File: src/rtl/decode_pkg.sv
// Shared definitions for the ARM decode stage: instruction classes, field
// positions, the NOP encoding and data-processing opcodes.
package decode_pkg;

  typedef enum logic [1:0] {
    CLS_DP    = 2'b00,
    CLS_LS    = 2'b01,
    CLS_BR    = 2'b10,
    CLS_UNDEF = 2'b11
  } cls_e;

  localparam int COND_HI    = 31;
  localparam int COND_LO    = 28;
  localparam int CLS_HI     = 27;
  localparam int CLS_LO     = 26;
  localparam int IMM_BIT    = 25;
  localparam int OPC_HI     = 24;
  localparam int OPC_LO     = 21;
  localparam int S_BIT      = 20;
  localparam int RN_HI      = 19;
  localparam int RN_LO      = 16;
  localparam int RD_HI      = 15;
  localparam int RD_LO      = 12;
  localparam int RS_HI      = 11;
  localparam int RS_LO      = 8;
  localparam int RS_REG_BIT = 4;
  localparam int RM_HI      = 3;
  localparam int RM_LO      = 0;

  // MOV r0,r0
  localparam logic [31:0] NOP = 32'hE1A0_0000;

  localparam logic [3:0] OPC_TST = 4'b1000;
  localparam logic [3:0] OPC_TEQ = 4'b1001;
  localparam logic [3:0] OPC_CMP = 4'b1010;
  localparam logic [3:0] OPC_CMN = 4'b1011;
  localparam logic [3:0] OPC_MOV = 4'b1101;
  localparam logic [3:0] OPC_MVN = 4'b1111;

endpackage

File: src/rtl/decode_stage_if.sv
// Fetch-to-decode handshake: instruction, PC and the decode stage's ready.
interface decode_stage_if #(
  parameter int N = 32
);
  logic         if_valid;
  logic [N-1:0] if_instr;
  logic [N-1:0] if_pc;
  logic         if_ready;

  modport master (output if_valid, if_instr, if_pc, input if_ready);
  modport slave  (input if_valid, if_instr, if_pc, output if_ready);
endinterface

File: src/rtl/decode_fields.sv
// Purely combinational field decode of a held ARM instruction: class,
// source-operand usage, write-back enable and the extended immediate.
module decode_fields
  import decode_pkg::*;
#(
  parameter int N = 32
) (
  input  logic [N-1:0] instr,
  output logic [3:0]   cond,
  output cls_e         cls,
  output logic         uses_rn,
  output logic         uses_rm,
  output logic         uses_rs,
  output logic         uses_rd_src,
  output logic         wb_en,
  output logic [N-1:0] imm
);

  logic [3:0] opc;
  logic       is_dp;
  logic       is_ls;
  logic       reg_op;

  always_comb begin
    cond   = instr[COND_HI:COND_LO];
    cls    = cls_e'(instr[CLS_HI:CLS_LO]);
    opc    = instr[OPC_HI:OPC_LO];
    is_dp  = (cls == CLS_DP);
    is_ls  = (cls == CLS_LS);
    reg_op = ~instr[IMM_BIT];

    uses_rn     = (is_dp && !(opc inside {OPC_MOV, OPC_MVN})) || is_ls;
    uses_rm     = (is_dp || is_ls) && reg_op;
    uses_rs     = is_dp && reg_op && instr[RS_REG_BIT];
    uses_rd_src = is_ls && !instr[S_BIT];

    wb_en = (is_dp && !(opc inside {OPC_TST, OPC_TEQ, OPC_CMP, OPC_CMN}))
            || (is_ls && instr[S_BIT]);

    imm = '0;
    unique case (cls)
      CLS_DP:    imm = N'(instr[7:0]);
      CLS_LS:    imm = N'(instr[11:0]);
      CLS_BR:    imm = {{(N-26){instr[23]}}, instr[23:0], 2'b00};
      CLS_UNDEF: imm = '0;
      default:   imm = '0;
    endcase
  end

endmodule

File: src/rtl/decode_stage.sv
// IF/ID pipeline register with ARM field decode, load-use hazard detection
// against execute, bubble insertion and a saturating stall counter.
module decode_stage
  import decode_pkg::*;
#(
  parameter int N     = 32,
  parameter int CNT_W = 16
) (
  input  logic              clk,
  input  logic              rst,
  decode_stage_if.slave     fetch,
  input  logic              flush,
  input  logic              stall_in,
  input  logic              ex_valid,
  input  logic              ex_is_load,
  input  logic [3:0]        ex_rd,
  output logic [3:0]        rf_addr1,
  output logic [3:0]        rf_addr2,
  output logic [3:0]        rf_addr3,
  output logic [3:0]        rf_addr4,
  output logic              id_valid,
  output logic [N-1:0]      id_pc,
  output logic [3:0]        id_cond,
  output logic [1:0]        id_class,
  output logic              id_imm_en,
  output logic              id_set_flags,
  output logic              id_is_load,
  output logic              id_wb_en,
  output logic [3:0]        id_rd,
  output logic [N-1:0]      id_imm,
  output logic              id_illegal,
  output logic [CNT_W-1:0]  stall_count
);

  logic         valid_q;
  logic [N-1:0] instr_q;
  logic [N-1:0] pc_q;
  cls_e         cls;
  logic         uses_rn, uses_rm, uses_rs, uses_rd_src;
  logic         src_match;
  logic         hazard;
  logic         hold;

  decode_fields #(.N(N)) u_fields (
    .instr       (instr_q),
    .cond        (id_cond),
    .cls         (cls),
    .uses_rn     (uses_rn),
    .uses_rm     (uses_rm),
    .uses_rs     (uses_rs),
    .uses_rd_src (uses_rd_src),
    .wb_en       (id_wb_en),
    .imm         (id_imm)
  );

  always_comb begin
    rf_addr1 = instr_q[RN_HI:RN_LO];
    rf_addr2 = instr_q[RM_HI:RM_LO];
    rf_addr3 = instr_q[RS_HI:RS_LO];
    rf_addr4 = instr_q[RD_HI:RD_LO];

    src_match = (uses_rn     && (ex_rd == rf_addr1)) ||
                (uses_rm     && (ex_rd == rf_addr2)) ||
                (uses_rs     && (ex_rd == rf_addr3)) ||
                (uses_rd_src && (ex_rd == rf_addr4));
    hazard = valid_q && ex_valid && ex_is_load && src_match;
    hold   = stall_in || hazard;

    // ready reflects hold only; a flushed cycle still reports ready while
    // dropping whatever fetch offers.
    fetch.if_ready = ~hold;
    id_valid       = valid_q && !hazard && !flush;

    id_pc        = pc_q;
    id_class     = cls;
    id_imm_en    = instr_q[IMM_BIT];
    id_set_flags = (cls == CLS_DP) && instr_q[S_BIT];
    id_is_load   = (cls == CLS_LS) && instr_q[S_BIT];
    id_rd        = instr_q[RD_HI:RD_LO];
    id_illegal   = (cls == CLS_UNDEF);
  end

  always_ff @(posedge clk) begin
    if (rst) begin
      valid_q <= 1'b0;
      instr_q <= N'(NOP);
      pc_q    <= '0;
    end else if (flush) begin
      valid_q <= 1'b0;
      instr_q <= N'(NOP);
    end else if (hold) begin
      valid_q <= valid_q;
    end else if (fetch.if_valid) begin
      valid_q <= 1'b1;
      instr_q <= fetch.if_instr;
      pc_q    <= fetch.if_pc;
    end else begin
      valid_q <= 1'b0;
    end
  end

  always_ff @(posedge clk) begin
    if (rst)
      stall_count <= '0;
    else if (hazard && (stall_count != '1))
      stall_count <= stall_count + 1'b1;
  end

endmodule

File: src/flat_wrapper.sv
// flat-port wrapper written by rule: the top's interface ports become plain ports
module decode_stage_flat import decode_pkg::*;
#(
  parameter int N     = 32,
  parameter int CNT_W = 16
)
  (clk, rst, flush, stall_in, ex_valid, ex_is_load, ex_rd, rf_addr1, rf_addr2, rf_addr3, rf_addr4, id_valid, id_pc, id_cond, id_class, id_imm_en, id_set_flags, id_is_load, id_wb_en, id_rd, id_imm, id_illegal, stall_count, fetch_if_valid, fetch_if_instr, fetch_if_pc, fetch_if_ready);
  decode_stage_if #(.N(N)) fetch_i ();
  input  logic clk;
  input  logic rst;
  input  logic flush;
  input  logic stall_in;
  input  logic ex_valid;
  input  logic ex_is_load;
  input  logic [3:0] ex_rd;
  output logic [3:0] rf_addr1;
  output logic [3:0] rf_addr2;
  output logic [3:0] rf_addr3;
  output logic [3:0] rf_addr4;
  output logic id_valid;
  output logic [N-1:0] id_pc;
  output logic [3:0] id_cond;
  output logic [1:0] id_class;
  output logic id_imm_en;
  output logic id_set_flags;
  output logic id_is_load;
  output logic id_wb_en;
  output logic [3:0] id_rd;
  output logic [N-1:0] id_imm;
  output logic id_illegal;
  output logic [CNT_W-1:0] stall_count;
  input wire logic [$bits(fetch_i.if_valid)-1:0] fetch_if_valid;
  input wire logic [$bits(fetch_i.if_instr)-1:0] fetch_if_instr;
  input wire logic [$bits(fetch_i.if_pc)-1:0] fetch_if_pc;
  output wire logic [$bits(fetch_i.if_ready)-1:0] fetch_if_ready;
  assign fetch_i.if_valid = fetch_if_valid;
  assign fetch_i.if_instr = fetch_if_instr;
  assign fetch_i.if_pc = fetch_if_pc;
  assign fetch_if_ready = fetch_i.if_ready;
  decode_stage #(.N(N), .CNT_W(CNT_W)) u_core (.clk(clk), .rst(rst), .fetch(fetch_i), .flush(flush), .stall_in(stall_in), .ex_valid(ex_valid), .ex_is_load(ex_is_load), .ex_rd(ex_rd), .rf_addr1(rf_addr1), .rf_addr2(rf_addr2), .rf_addr3(rf_addr3), .rf_addr4(rf_addr4), .id_valid(id_valid), .id_pc(id_pc), .id_cond(id_cond), .id_class(id_class), .id_imm_en(id_imm_en), .id_set_flags(id_set_flags), .id_is_load(id_is_load), .id_wb_en(id_wb_en), .id_rd(id_rd), .id_imm(id_imm), .id_illegal(id_illegal), .stall_count(stall_count));
endmodule
File: config.mk
export PLATFORM = sky130hd
export DESIGN_NAME = decode_stage_flat
export DESIGN_NICKNAME = d
export VERILOG_FILES = /design/src/rtl/decode_pkg.sv /design/src/rtl/decode_stage_if.sv /design/src/rtl/decode_fields.sv /design/src/rtl/decode_stage.sv /design/src/flat_wrapper.sv
export SDC_FILE = /design/constraint.sdc
export NUM_CORES = 1
export LEC_CHECK = 0
export CAP_MARGIN = 0
export CORE_ASPECT_RATIO = 0.6
export CORE_MARGIN = 2
export CORE_UTILIZATION = 30
export DETAILED_ROUTE_END_ITERATION = 7
export GPL_TIMING_DRIVEN = 0
export SLEW_MARGIN = 10
export SYNTH_ARGS = -nofsm -noshare
export SYNTH_HDL_FRONTEND = slang
export SYNTH_SLANG_ARGS = --single-unit
export TNS_END_PERCENT = 50
File: constraint.sdc
create_clock -name clk -period 2.9 [get_ports clk]
set_clock_uncertainty 0.1 [all_clocks]
set_input_delay 0.58 -clock clk [delete_from_list [all_inputs] [get_ports clk]]
set_output_delay 0.58 -clock clk [all_outputs]
set_load 0.02 [all_outputs]
# Word level (Yosys, flattened, before mapping)
# Index checks and enable logic that the tools add are counted.
# word_totals
ff_bits	81
input_bits	75
output_inout_bits	113
wordCells	60
# op_classes
n_addsub	1
n_eq_ne	14
n_mux	2
bitwise	3
n_reduce_logical	36
# ops
operator	n
32-bit one-hot mux with 4 select lines	1
4-bit == test, second input constant	6
1-bit logical AND	18
16-bit by 1-bit adder with 16-bit output, second input constant	1
4-bit == test	4
16-bit inequality test, second input constant	1
1-bit logical OR	7
1-bit logical NOT	5
2-bit == test, second input constant	2
4-bit nonzero test	1
1-bit inverter	3
3-bit AND reduction	1
2-bit by 1-bit == test with 1-bit output, second input constant	1
2-bit logical NOT	1
2-bit AND reduction	1
2-bit nonzero test	1
2-bit OR reduction	1
1-bit 2-to-1 mux	1

# Longest topological paths before layout
# Gate-level depths: netlist of the first run.
# logic_depth
depth_word	13
mapped_depth	10

# Modules after synthesis
# From an unflattened synthesis of the first run, not the netlist that was laid out.
# hier_totals
cells_unflattened	503
hier_area_um2	4340.4
# modules_own_cells
module	instances	cells_per_inst	area_each_um2
decode_stage	1	450	3971.3
decode_fields	1	53	369.1

# Worst setup path before layout of the first run
# No wires, ideal clock.
# synth_path
path_type	in2out
start	input ex_rd[0]
end	output id_valid
arrival_time_ns	2.041
setup_slack_ns	0.179
stages	8
n_path_buf	2
cell_sequence	buf_6 -> xnor2_1 -> nand4_1 -> nor3_1 -> a41oi_1 -> a21oi_1 -> clkbuf_1 -> nor3b_1
# synth_via
elab_chain_len	9
elab_cells_between_ends	15
# synth_lines
element	line	source
from (decl)	flat_wrapper.sv:15	input logic [3:0] ex_rd;
4-bit == test (on tied branches)	decode_stage.sv:62, decode_stage.sv:63	
1-bit logical AND (on tied branches)	decode_stage.sv:62, decode_stage.sv:63	
1-bit logical OR	decode_stage.sv:62	src_match = (uses_rn && (ex_rd == rf_addr1)) ||
1-bit logical OR	decode_stage.sv:63	(uses_rm && (ex_rd == rf_addr2)) ||
1-bit logical OR *	decode_stage.sv:64	(uses_rs && (ex_rd == rf_addr3)) ||
1-bit logical AND *	decode_stage.sv:66	hazard = valid_q && ex_valid && ex_is_load && src_match;
1-bit logical NOT *	decode_stage.sv:72	id_valid = valid_q && !hazard && !flush;
1-bit logical AND * (2 in series)	decode_stage.sv:72	
to (decl)	flat_wrapper.sv:20	output logic id_valid;
# Mark *: on every way between the ends. The rest lies on a longest branch, timed or not.

# Final worst setup path of the first run
# layout_path
start	register u_core.instr_q[27]
end	output id_imm[3]
# layout_via
elab_chain_len	2
elab_cells_between_ends	5
# layout_lines
element	line	source
from (decl)	decode_stage.sv:36	logic [N-1:0] instr_q;
from (signal assigned)	decode_stage.sv:86	instr_q <= N'(NOP);
from (signal assigned)	decode_stage.sv:90	instr_q <= N'(NOP);
from (signal assigned)	decode_stage.sv:95	instr_q <= fetch.if_instr;
2-bit == test (tied with other cells)	decode_fields.sv:41	unique case (cls)
32-bit one-hot mux with 4 select lines *	decode_fields.sv:41	
to (decl)	flat_wrapper.sv:29	output logic [N-1:0] id_imm;
# Marked as above.

==> results of run 1 <==
-- cell usage after synthesis (2+ instances only) --
library cell and count:
and2_1 16, and4_1 2, o21bai_1 3, xor2_1 6
nand4b_1 3, nor2_1 8, nor2b_1 6, a31oi_1 2
nand2_1 9, nand3_1 78, buf_2 9, xnor2_1 10
or4_1 2, inv_1 6, or3_1 8, and3_1 4
a22o_1 4, o31ai_1 2, nand2b_1 7, clkbuf_1 33
o21ai_0 81, nor4_1 4, buf_6 4, dfxtp_1 81
nand4_1 9, nor3_1 4, a21oi_1 70, nor3b_1 4
buf_4 34
-- power by group through the flow --
stage	sequential, W	clock, W	combinational, W
2_1_floorplan	0.00119	0	0.000140
5_1_grt	0.00116	0.00116	0.000381
6_report	0.00116	0.00109	0.000356
4_1_cts	0.00116	0.00111	0.000355
3_5_place_dp	0.00118	0	0.000352
3_3_place_gp	0.00118	0	0.000348
-- sequential cells by signal, indices dropped and copies added, names as in the netlist --
| name | cells |
|---|---|
| u_core.stall_count | 16 |
| u_core.valid_q | 1 |
| u_core.instr_q | 32 |
| u_core.id_pc | 32 |
-- kinds of logic (layout without fill, tap and decap cells) --
kind of cell    Yosys count  in the layout
xor+xnor                 16             16
fa+ha+maj                 1              1
flops                    81             81
simple gates            168            168
compound gates          164            164
buf+inv                  87            288
-- worst register-to-register path, cell delays in order (launching register included) --
cell,delay (ns)
dfxtp_1,0.35
buf_4,0.19
nand4b_1,0.16
nand4_1,0.10
nor3_1,0.19
a41oi_2,0.09
a21oi_4,0.24
buf_4,0.14
buf_4,0.15
clkbuf_1,0.44
o21ai_0,0.19
a21oi_1,0.17
-- final timing paths --
| path | to | slack, ns | depth (start not counted) |
|---|---|---|---|
| max | id_imm[3] | 0.11 | 6 |
| min | u_core.id_pc[27] | 0.37 | 2 |
| max reg2reg | u_core.instr_q[7] | 0.31 | 11 |
| min reg2reg | u_core.id_pc[27] | 0.37 | 2 |
-- routing by layer --
metal  track usage (%)  routed length (microns)
met3              7.33                     1390
met1              28.5                     7280
met4              5.22                      174
met2              31.3                     6290
met5                 0                        0
-- per-stage QoR --
| stage | hold WS [ns] | total power (W) |
|---|---|---|
| after floorplan | 0.349 | 0.00133 |
| after CTS | 0.375 | 0.00262 |
| after detailed placement | 0.367 | 0.00153 |
| after global routing | 0.394 | 0.00270 |
| final | 0.373 | 0.00260 |
| after global placement | 0.361 | 0.00153 |
-- layout by cell type, fill, tap and decap left out, types with 10 or more instances in the layout --
cell type        count
nand3_1             78
and2_1              15
xnor2_1             10
o21ai_0             81
buf_4               37
clkdlybuf4s50_1    169
dfxtp_1             80
a21oi_1             69
clkbuf_1            29
-- area by class of cell --
class | count | area (sq um) | share of cell area [%]
clock buffers | 10 | 239 | 3.69
plain buffers | 80 | 487 | 7.52
inverters | 6 | 22.5 | 0.348
flip-flops and latches | 81 | 1620 | 25.1
clock inverters | 6 | 43.8 | 0.676
multi-input cells | 349 | 1990 | 30.7
repair buffers | 186 | 1860 | 28.7
well taps | 170 | 213 | 3.29
-- repair_timing --
action                     CTS  global route
setup endpoints to repair   34             9
setup buffers                3             0
gates resized for setup     28             7
pin swaps                    1             0
==> flow_summary_export.csv, run 1 <==
group,metric,value,unit
synth,async_reset_ff_share,0,%
global_route,antenna_found_initial,0,
synth,synth_ff_type,"dfxtp_1",
placed_design,routabilityCongestion,0.862,
synth,synth_xor_area_share,3.45,%
final_layout,finish.net_count,789,
critical_path,startpoint_type,"register",
timing,layout_setup_ws,0.113,ns
drt,drc,0,
timing,slew_viol_final,0,
synth,synth_compound_area_share,21.1,%
critical_path,max_stage_delay,0.63,ns
drt,vias,4512,
cts,htreeDepth,3,
global_route,grt_pass1_vias,4419,
critical_path,critPathMaxFanout,10,
final_layout,layout-drive-gt1-share,11.1,%
timing,rsz0062_at_grt,"false",
cts,cts_sinks,81,
timing,slew_headroom,59.6,%
drt,wl,15100,microns
drt,initialDrtViolationCount,273,
synth,synth_top_family_by_area,"simple AND/OR/NAND/NOR gates",
min_path,hp-start,"u_core.id_pc[27]",
floorplanning,start_util,31.2,%
power_and_ir_drop,power_frac_comb,13.7,%
critical_path,end_kind,"primary output",
cts,clkTransAtPathRegs,0.06,ns
run,cap_viol_max_count,0,
cts,worstSkewPairLatency,0.35,ns
global_route,gr-usage-all-layers,20.8,%
power_and_ir_drop,vdd_drop_max,0.274,mV
placed_design,port_buffers,183,
synth,yosysWarningCount,0,
timing,fmax,0.359,GHz
synth,synthSimpleGateAreaFrac,23.0,%
power_and_ir_drop,power.leakage,2.34,nW
placed_design,place_ws,-1.11,ns
synth,yosys-top-cells-area,"dfxtp_1 (40%), o21ai_0 (10%), nand3_1 (9.6%), a21oi_1 (8.6%), buf_4 (6.3%)",
critical_path,cp.required,2.22,ns
placed_design,dp.cells,870,
min_path,min_path_type,"reg -> reg",
cts,numCtsBuffers,9,
synth,ys_types,37,
synth,yosys.area.top_type,"dfxtp_1",
critical_path,crit_chain,"clkbuf_8 > nor2b_4 > clkbuf_4 > nand2_1 > o21ai_0 > clkdlybuf4s50_1",
synth,synth_edf_count,0,
power_and_ir_drop,power_density,401,nW/um^2
floorplanning,die_area,14500,sq um
floorplanning,fp.dieH,94.1,microns
critical_path,critPathKind,"reg -> out",
critical_path,worstReg2RegStart,"u_core.instr_q[26]",
timing,setup_viol,0,
placed_design,dpl-instance-area,6110,sq um
synth,netlist.area_leader.share,39.9,%
cts,cts_root_buffer,"clkbuf_16",
cts,clockBufferDepth,2,
drt,first_pass_iters,5,
synth,netlist_instances,517,
synth,ys_seq_elements,81,
global_route,overflow,0,
global_route,grt_pass1_wl,23700,microns
placed_design,hpwl,11500,microns
power_and_ir_drop,p_sw,0.000665,W
timing,tightestPinTransition,0.606,ns
drt,post_drt_via_cell_ratio,5.08,
floorplanning,io_pins,188,
drt,post_drt_wl_per_cell,17.0,microns
final_layout,layout.cells.non_filler,888,
final_layout,utilization,49.8,%
run_status,outcome,"finished, final reports clean",
critical_path,startpoint,"u_core.instr_q[27]",
timing,hold_viol,0,
final_layout,final_area,6470,sq um
global_route,grt_max_degree,15,
timing,min_period,2.79,ns
final_layout,fill_cells,1231,
power_and_ir_drop,swShare,25.6,%
timing,setup_tns,0,ns
timing,finalCritPeriodShare,96.1,%
synth,synth_fa_ha_area_share,0.308,%
synth,syn_area,4060,sq um
critical_path,crit_arrival,2.11,ns
critical_path,path_buf_inv,3,
synth,syn-num-nets,593,
final_layout,diodes,0,
power_and_ir_drop,pwr-share-clk,41.8,%
power_and_ir_drop,seq_power_share,44.6,%
synth,synth_mux_area_share,0,%
critical_path,crit_family,"buffers and inverters",
cts,cts_hold_buf,0,
synth,avgSynthCellArea,7.86,sq um
synth,seq_area_frac_synth,39.9,%
power_and_ir_drop,p_int,0.00193,W
floorplanning,die_x,154,microns
final_layout,area_growth,59.4,%
floorplanning,core,13000,sq um
cts,tritoncts,"built",
critical_path,cp_slowest_cell,"clkdlybuf4s50_1",
floorplanning,num_rows,32,
drt,ant_nets,0,
Power figures use the tool's default switching activity.
==> run 2: changes to the inputs <==
- DONT_BUFFER_PORTS: unset -> 1
==> flow_summary_export.csv, run 2 (synthesized netlist as in run 1, its figures left out) <==
group,metric,value,unit
run_status,outcome,"finished, final reports clean",
timing,slew_viol_final,0,
power_and_ir_drop,power.leakage,1.57,nW
timing,setup_tns,0,ns
min_path,whs_path_depth,2,
final_layout,fill_cells,1346,
critical_path,cp_slowest_cell,"dfxtp_1",
drt,initialDrtViolationCount,295,
run,cap_viol_max_count,0,
final_layout,multi_input_area,1990,sq um
drt,post_drt_wl_per_cell,19.5,microns
global_route,grt_max_degree,14,
min_path,hp-start,"fetch_if_pc[1]",
timing,finalCritPeriodShare,97.0,%
critical_path,crit_family,"simple AND/OR/NAND/NOR gates",
timing,rsz0062_at_grt,"false",
cts,worstSkewPairLatency,0.33,ns
critical_path,cp.required,2.22,ns
critical_path,crit_arrival,2.13,ns
cts,numCtsBuffers,9,
critical_path,startpoint_type,"register",
placed_design,hpwl,10500,microns
cts,htreeDepth,3,
drt,drc,0,
critical_path,critPathMaxFanout,10,
global_route,grt_pass1_vias,3670,
critical_path,startpoint,"u_core.instr_q[26]",
floorplanning,die_x,154,microns
floorplanning,fp.dieH,94.1,microns
drt,ant_nets,0,
floorplanning,die_area,14500,sq um
floorplanning,core,13000,sq um
critical_path,reg2reg_depth,8,
drt,first_pass_iters,4,
placed_design,port_buffers,0,
cts,cts_hold_buf,0,
critical_path,critPathKind,"reg -> out",
final_layout,utilization,36.1,%
floorplanning,start_util,31.2,%
cts,clkTransAtPathRegs,0.06,ns
cts,cts_root_buffer,"clkbuf_16",
placed_design,routabilityCongestion,0.870,
timing,setup_viol,0,
drt,post_drt_via_cell_ratio,5.54,
floorplanning,num_rows,32,
global_route,gr-usage-all-layers,18.7,%
cts,cts_sinks,81,
critical_path,max_stage_delay,0.32,ns
global_route,antenna_found_initial,0,
timing,tightestPinTransition,0.681,ns
critical_path,path_buf_inv,2,
final_layout,diodes,0,
timing,hold_slack,0.288,ns
timing,fmax,0.355,GHz
power_and_ir_drop,power_density,581,nW/um^2
drt,vias,3899,
timing,hold_viol,0,
floorplanning,io_pins,188,
critical_path,rrSetupSlack,0.34,ns
global_route,grt_pass1_wl,20900,microns
final_layout,layout-drive-gt1-share,14.4,%
cts,tritoncts,"built",
timing,min_period,2.81,ns
cts,clockBufferDepth,2,
drt,wl,13700,microns
critical_path,path_depth,8,
critical_path,worstReg2RegStart,"u_core.instr_q[27]",
critical_path,end_kind,"primary output",
final_layout,regArea,1620,sq um
power_and_ir_drop,vdd_drop_max,0.296,mV
min_path,min_path_type,"in -> reg",
final_layout,area_growth,15.6,%
final_layout,layout_common_cells,"o21ai_0 (81), dfxtp_1 (81), nand3_1 (78), a21oi_1 (69), buf_4 (35)",
global_route,overflow,0,
timing,slew_headroom,54.2,%
critical_path,crit_chain,"buf_4 > nand4b_1 > nand4_1 > nor3_1 > a41oi_2 > a21oi_4 > clkbuf_4 > nor3b_4",
final_layout,finish.net_count,605,
[run 2: cell types whose count changed in the layout (fill, tap and decap cells not counted), sizes merged]
cell,before,now
clkbuf,42,45
clkinv,5,0
clkdlybuf4s50,169,0
buf,51,49
dlymetal6s2s,5,0
dlygate4sd2,8,0
clkdlybuf4s15,1,0
bufinv,0,3
[run 2: area by class of cell]
| type | instances | share of cell area (%) |
|---|---|---|
| plain buffers | 81 | 10.2 |
| multi-input cells | 349 | 42.3 |
| well taps | 170 | 4.53 |
| clock buffers | 12 | 5.67 |
| repair buffers | 1 | 0.160 |
| clock inverters | 4 | 2.08 |
| flip-flops and latches | 81 | 34.5 |
| inverters | 6 | 0.479 |
[run 2: final timing paths]
path,endpoint
hold reg to reg,u_core.instr_q[22]
hold / removal,u_core.id_pc[1]
setup reg to reg,u_core.instr_q[7]
setup / recovery,id_valid
[run 2: report_power, final]
part	switching, W	leakage, nW	internal, W
Combinational	0.000115	0.742	0.0000637
Sequential	0.0000411	0.657	0.00114
Clock	0.000459	0.175	0.000912
[run 2: metal layers]
layer	GRT usage, %	vias up	share of wire (%)
met5	0	-	0
met4	3.58	0	0.67
met3	8.63	10	11
met2	28.3	170	43
met1	24.5	1882	45
li1	-	1837	-
[run 2: through the flow]
stage                     instances  area, sq um  setup slack (ns)  total power (W)
after floorplan                 517         4060             0.179          0.00133
after global placement          687         4280            -0.432          0.00137
after detailed placement        687         4280            -0.461          0.00138
after CTS                       704         4690            0.0653          0.00276
after global routing            704         4700           0.00250          0.00283
final                           704         4700            0.0856          0.00273
[run 2: what timing repair did]
item                                    in CTS  in global routing
buffers inserted                             1                  0
resized for setup                           12                  3
pin swaps                                    1                  0
cloned                                       0                  0
endpoints found under the setup margin      37                 12
==> run 3: changes to the inputs <==
- SYNTH_HIERARCHICAL: unset -> 1
==> flow_summary_export.csv, run 3 <==
group,metric,value,unit
drt,drc,0,
cts,cts_root_buffer,"clkbuf_16",
power_and_ir_drop,pwr-share-clk,46.9,%
critical_path,worstReg2RegStart,"u_core/instr_q[27]",
cts,clkTransAtPathRegs,0.06,ns
min_path,hp-start,"fetch_if_instr[27]",
final_layout,layout.cells.non_filler,713,
floorplanning,fp.dieH,97.2,microns
floorplanning,core,13900,sq um
min_path,min_path_type,"in -> reg",
drt,wl,13300,microns
critical_path,cp.required,2.22,ns
synth,synth_ff_type,"dfxtp_1",
cts,numCtsBuffers,9,
synth,seq_area_frac_synth,37.4,%
cts,worstSkewPairLatency,0.33,ns
drt,post_drt_wl_per_cell,18.6,microns
power_and_ir_drop,power_frac_comb,7.9,%
timing,tightestPinTransition,0.872,ns
critical_path,crit_arrival,2.11,ns
synth,syn_area,4340,sq um
placed_design,hpwl,10200,microns
cts,htreeDepth,3,
critical_path,cp_slowest_cell,"dfxtp_4",
synth,synth_common_cells,"dfxtp_1 (81), nand2b_1 (70), nand3_1 (48)",
critical_path,reg2reg_to,"u_core/instr_q[10]",
synth,ys_types,49,
drt,post_drt_via_cell_ratio,5.16,
placed_design,port_buffers,0,
cts,tritoncts,"built",
final_layout,finish.net_count,592,
synth,netlist_instances,503,
drt,first_pass_iters,4,
final_layout,final_common_cell,"dfxtp_1",
power_and_ir_drop,seq_power_share,45.3,%
timing,hold_viol,0,
floorplanning,io_pins,188,
power_and_ir_drop,p_sw,0.000640,W
final_layout,final_area,4960,sq um
critical_path,startpoint_type,"register",
power_and_ir_drop,vdd_drop_max,0.256,mV
timing,setup_viol,0,
final_layout,area_growth,14.2,%
global_route,grt_pass1_wl,20800,microns
synth,async_reset_ff_share,0,%
synth,yosysWarningCount,6,
critical_path,critPathMaxFanout,10,
floorplanning,die_x,159,microns
critical_path,end_kind,"primary output",
synth,avgSynthCellArea,8.63,sq um
synth,yosysMostFrequentCell,"dfxtp_1",
synth,yosys.area.top_type,"dfxtp_1",
timing,finalCritPeriodShare,96.3,%
timing,min_period,2.79,ns
final_layout,layout-drive-gt1-share,15.9,%
power_and_ir_drop,power.leakage,1.77,nW
critical_path,reg2reg_depth,12,
critical_path,crit_chain,"buf_6 > nor2_1 > and3_1 > nand2_1 > nor4_2 > a31oi_2 > a21oi_4 > buf_4 > nor3b_4",
critical_path,critPathKind,"reg -> out",
timing,fmax,0.358,GHz
drt,ant_nets,0,
timing,rsz0062_at_grt,"false",
placed_design,dpl-instance-area,4580,sq um
timing,slew_viol_final,0,
global_route,grt_pass1_vias,3521,
final_layout,diodes,0,
final_layout,layout_common_cells,"dfxtp_1 (78), nand2b_1 (70), nand3_1 (48), buf_4 (41), o21ai_0 (40)",
global_route,antenna_found_initial,0,
global_route,overflow,0,
floorplanning,die_area,15500,sq um
run_status,outcome,"finished, final reports clean",
floorplanning,start_util,31.3,%
critical_path,rrSetupSlack,0.25,ns
power_and_ir_drop,p_int,0.00197,W
min_path,whs_path_depth,2,
synth,synth_edf_count,0,
cts,cts_sinks,81,
floorplanning,num_rows,33,
timing,slew_headroom,41.7,%
global_route,grt_max_degree,14,
drt,vias,3679,
placed_design,routabilityCongestion,0.843,
synth,netlist.area_leader.share,37.4,%
placed_design,dp.cells,695,
power_and_ir_drop,power_density,527,nW/um^2
run,cap_viol_max_count,0,
synth,syn-num-nets,579,
synth,ys_seq_elements,81,
power_and_ir_drop,swShare,24.5,%
cts,clockBufferDepth,2,
global_route,gr-usage-all-layers,17.0,%
min_path,hold_path_end,"u_core/instr_q[27]",
drt,initialDrtViolationCount,238,
critical_path,max_stage_delay,0.39,ns
synth,yosys-top-cells-area,"dfxtp_1 (37%), nand2b_1 (10%), mux2i_1 (7.4%), buf_4 (6.4%), nand3_1 (5.5%)",
[run 3: metrics by stage]
step           setup slack (ns)  hold WS, ns  total power, W  setup TNS, ns  utilization (%)
2_1_floorplan            0.0990        0.349         0.00136              0                -
3_3_place_gp             -0.229        0.365         0.00140         -0.407             33.0
3_5_place_dp             -0.279        0.369         0.00141         -0.468             33.0
4_1_cts                   0.114        0.271         0.00265              0             35.7
5_1_grt                 0.00216        0.267         0.00273              0             35.7
6_report                  0.109        0.280         0.00261              0             35.7
[run 3: worst max-delay path by stage]
stage,startpoint,endpoint,slack (ns),depth (start not counted)
final,u_core/instr_q[27],id_valid,0.11,9
after global placement,u_core/instr_q[27],id_valid,-0.23,10
after CTS,u_core/instr_q[27],id_valid,0.11,9
after floorplan,ex_rd[1],id_valid,0.1,9
after global routing,u_core/instr_q[27],u_core/instr_q[11],0.002,12
after detailed placement,u_core/instr_q[27],id_valid,-0.28,10
[run 3: final cells by class]
type	instances	area (sq um)
fillers	1443	8910
multi-input cells	349	2280
flip-flops and latches	81	1630
plain buffers	69	462
well taps	192	240
clock buffers	10	229
clock inverters	6	82.6
repair buffers	3	22.5
inverters	3	11.3
[run 3: cells by family after synthesis]
logic type               count (synthesis)  share of synthesized area, %
AO/OA/AOI/OAI                           95                          12.4
XOR/XNOR                                16                          3.23
adder cells (fa/ha/maj)                  1                         0.288
buffers and inverters                   73                          10.8
flip-flops                              81                          37.4
multiplexers                            36                          8.50
AND/OR/NAND/NOR                        201                          27.4
[run 3: what timing repair did]
item	4_1_cts	5_1_grt
setup buffers	3	0
setup endpoints to repair	2	0
resized for setup	13	0
hold buffers	0	0
endpoints found under the hold margin	0	0
[run 3: layer usage]
layer  track usage [%]  routed length, microns  vias to the layer above
met5                 0                       0                        -
met4              4.41                     148                        0
met2              24.6                    5760                      142
met3              5.68                    1020                       13
li1                  -                       -                     1727
met1              24.0                    6330                     1797
[run 3: power by group through the flow]
stage | Clock [W] | Combinational [W] | Sequential (W)
3_3_place_gp | 0 | 0.000195 | 0.00121
3_5_place_dp | 0 | 0.000202 | 0.00121
4_1_cts | 0.00126 | 0.000205 | 0.00118
5_1_grt | 0.00132 | 0.000224 | 0.00119
6_report | 0.00122 | 0.000205 | 0.00118
2_1_floorplan | 0 | 0.000163 | 0.00120
[run 3: critical path: cells and delay by family, from the launching register on]
kind,cells,cell delay [ns]
buffers and inverters,2,0.35
and+or+nand+nor,5,0.69
AOI/OAI and AO/OA,2,0.34
DFF,1,0.39
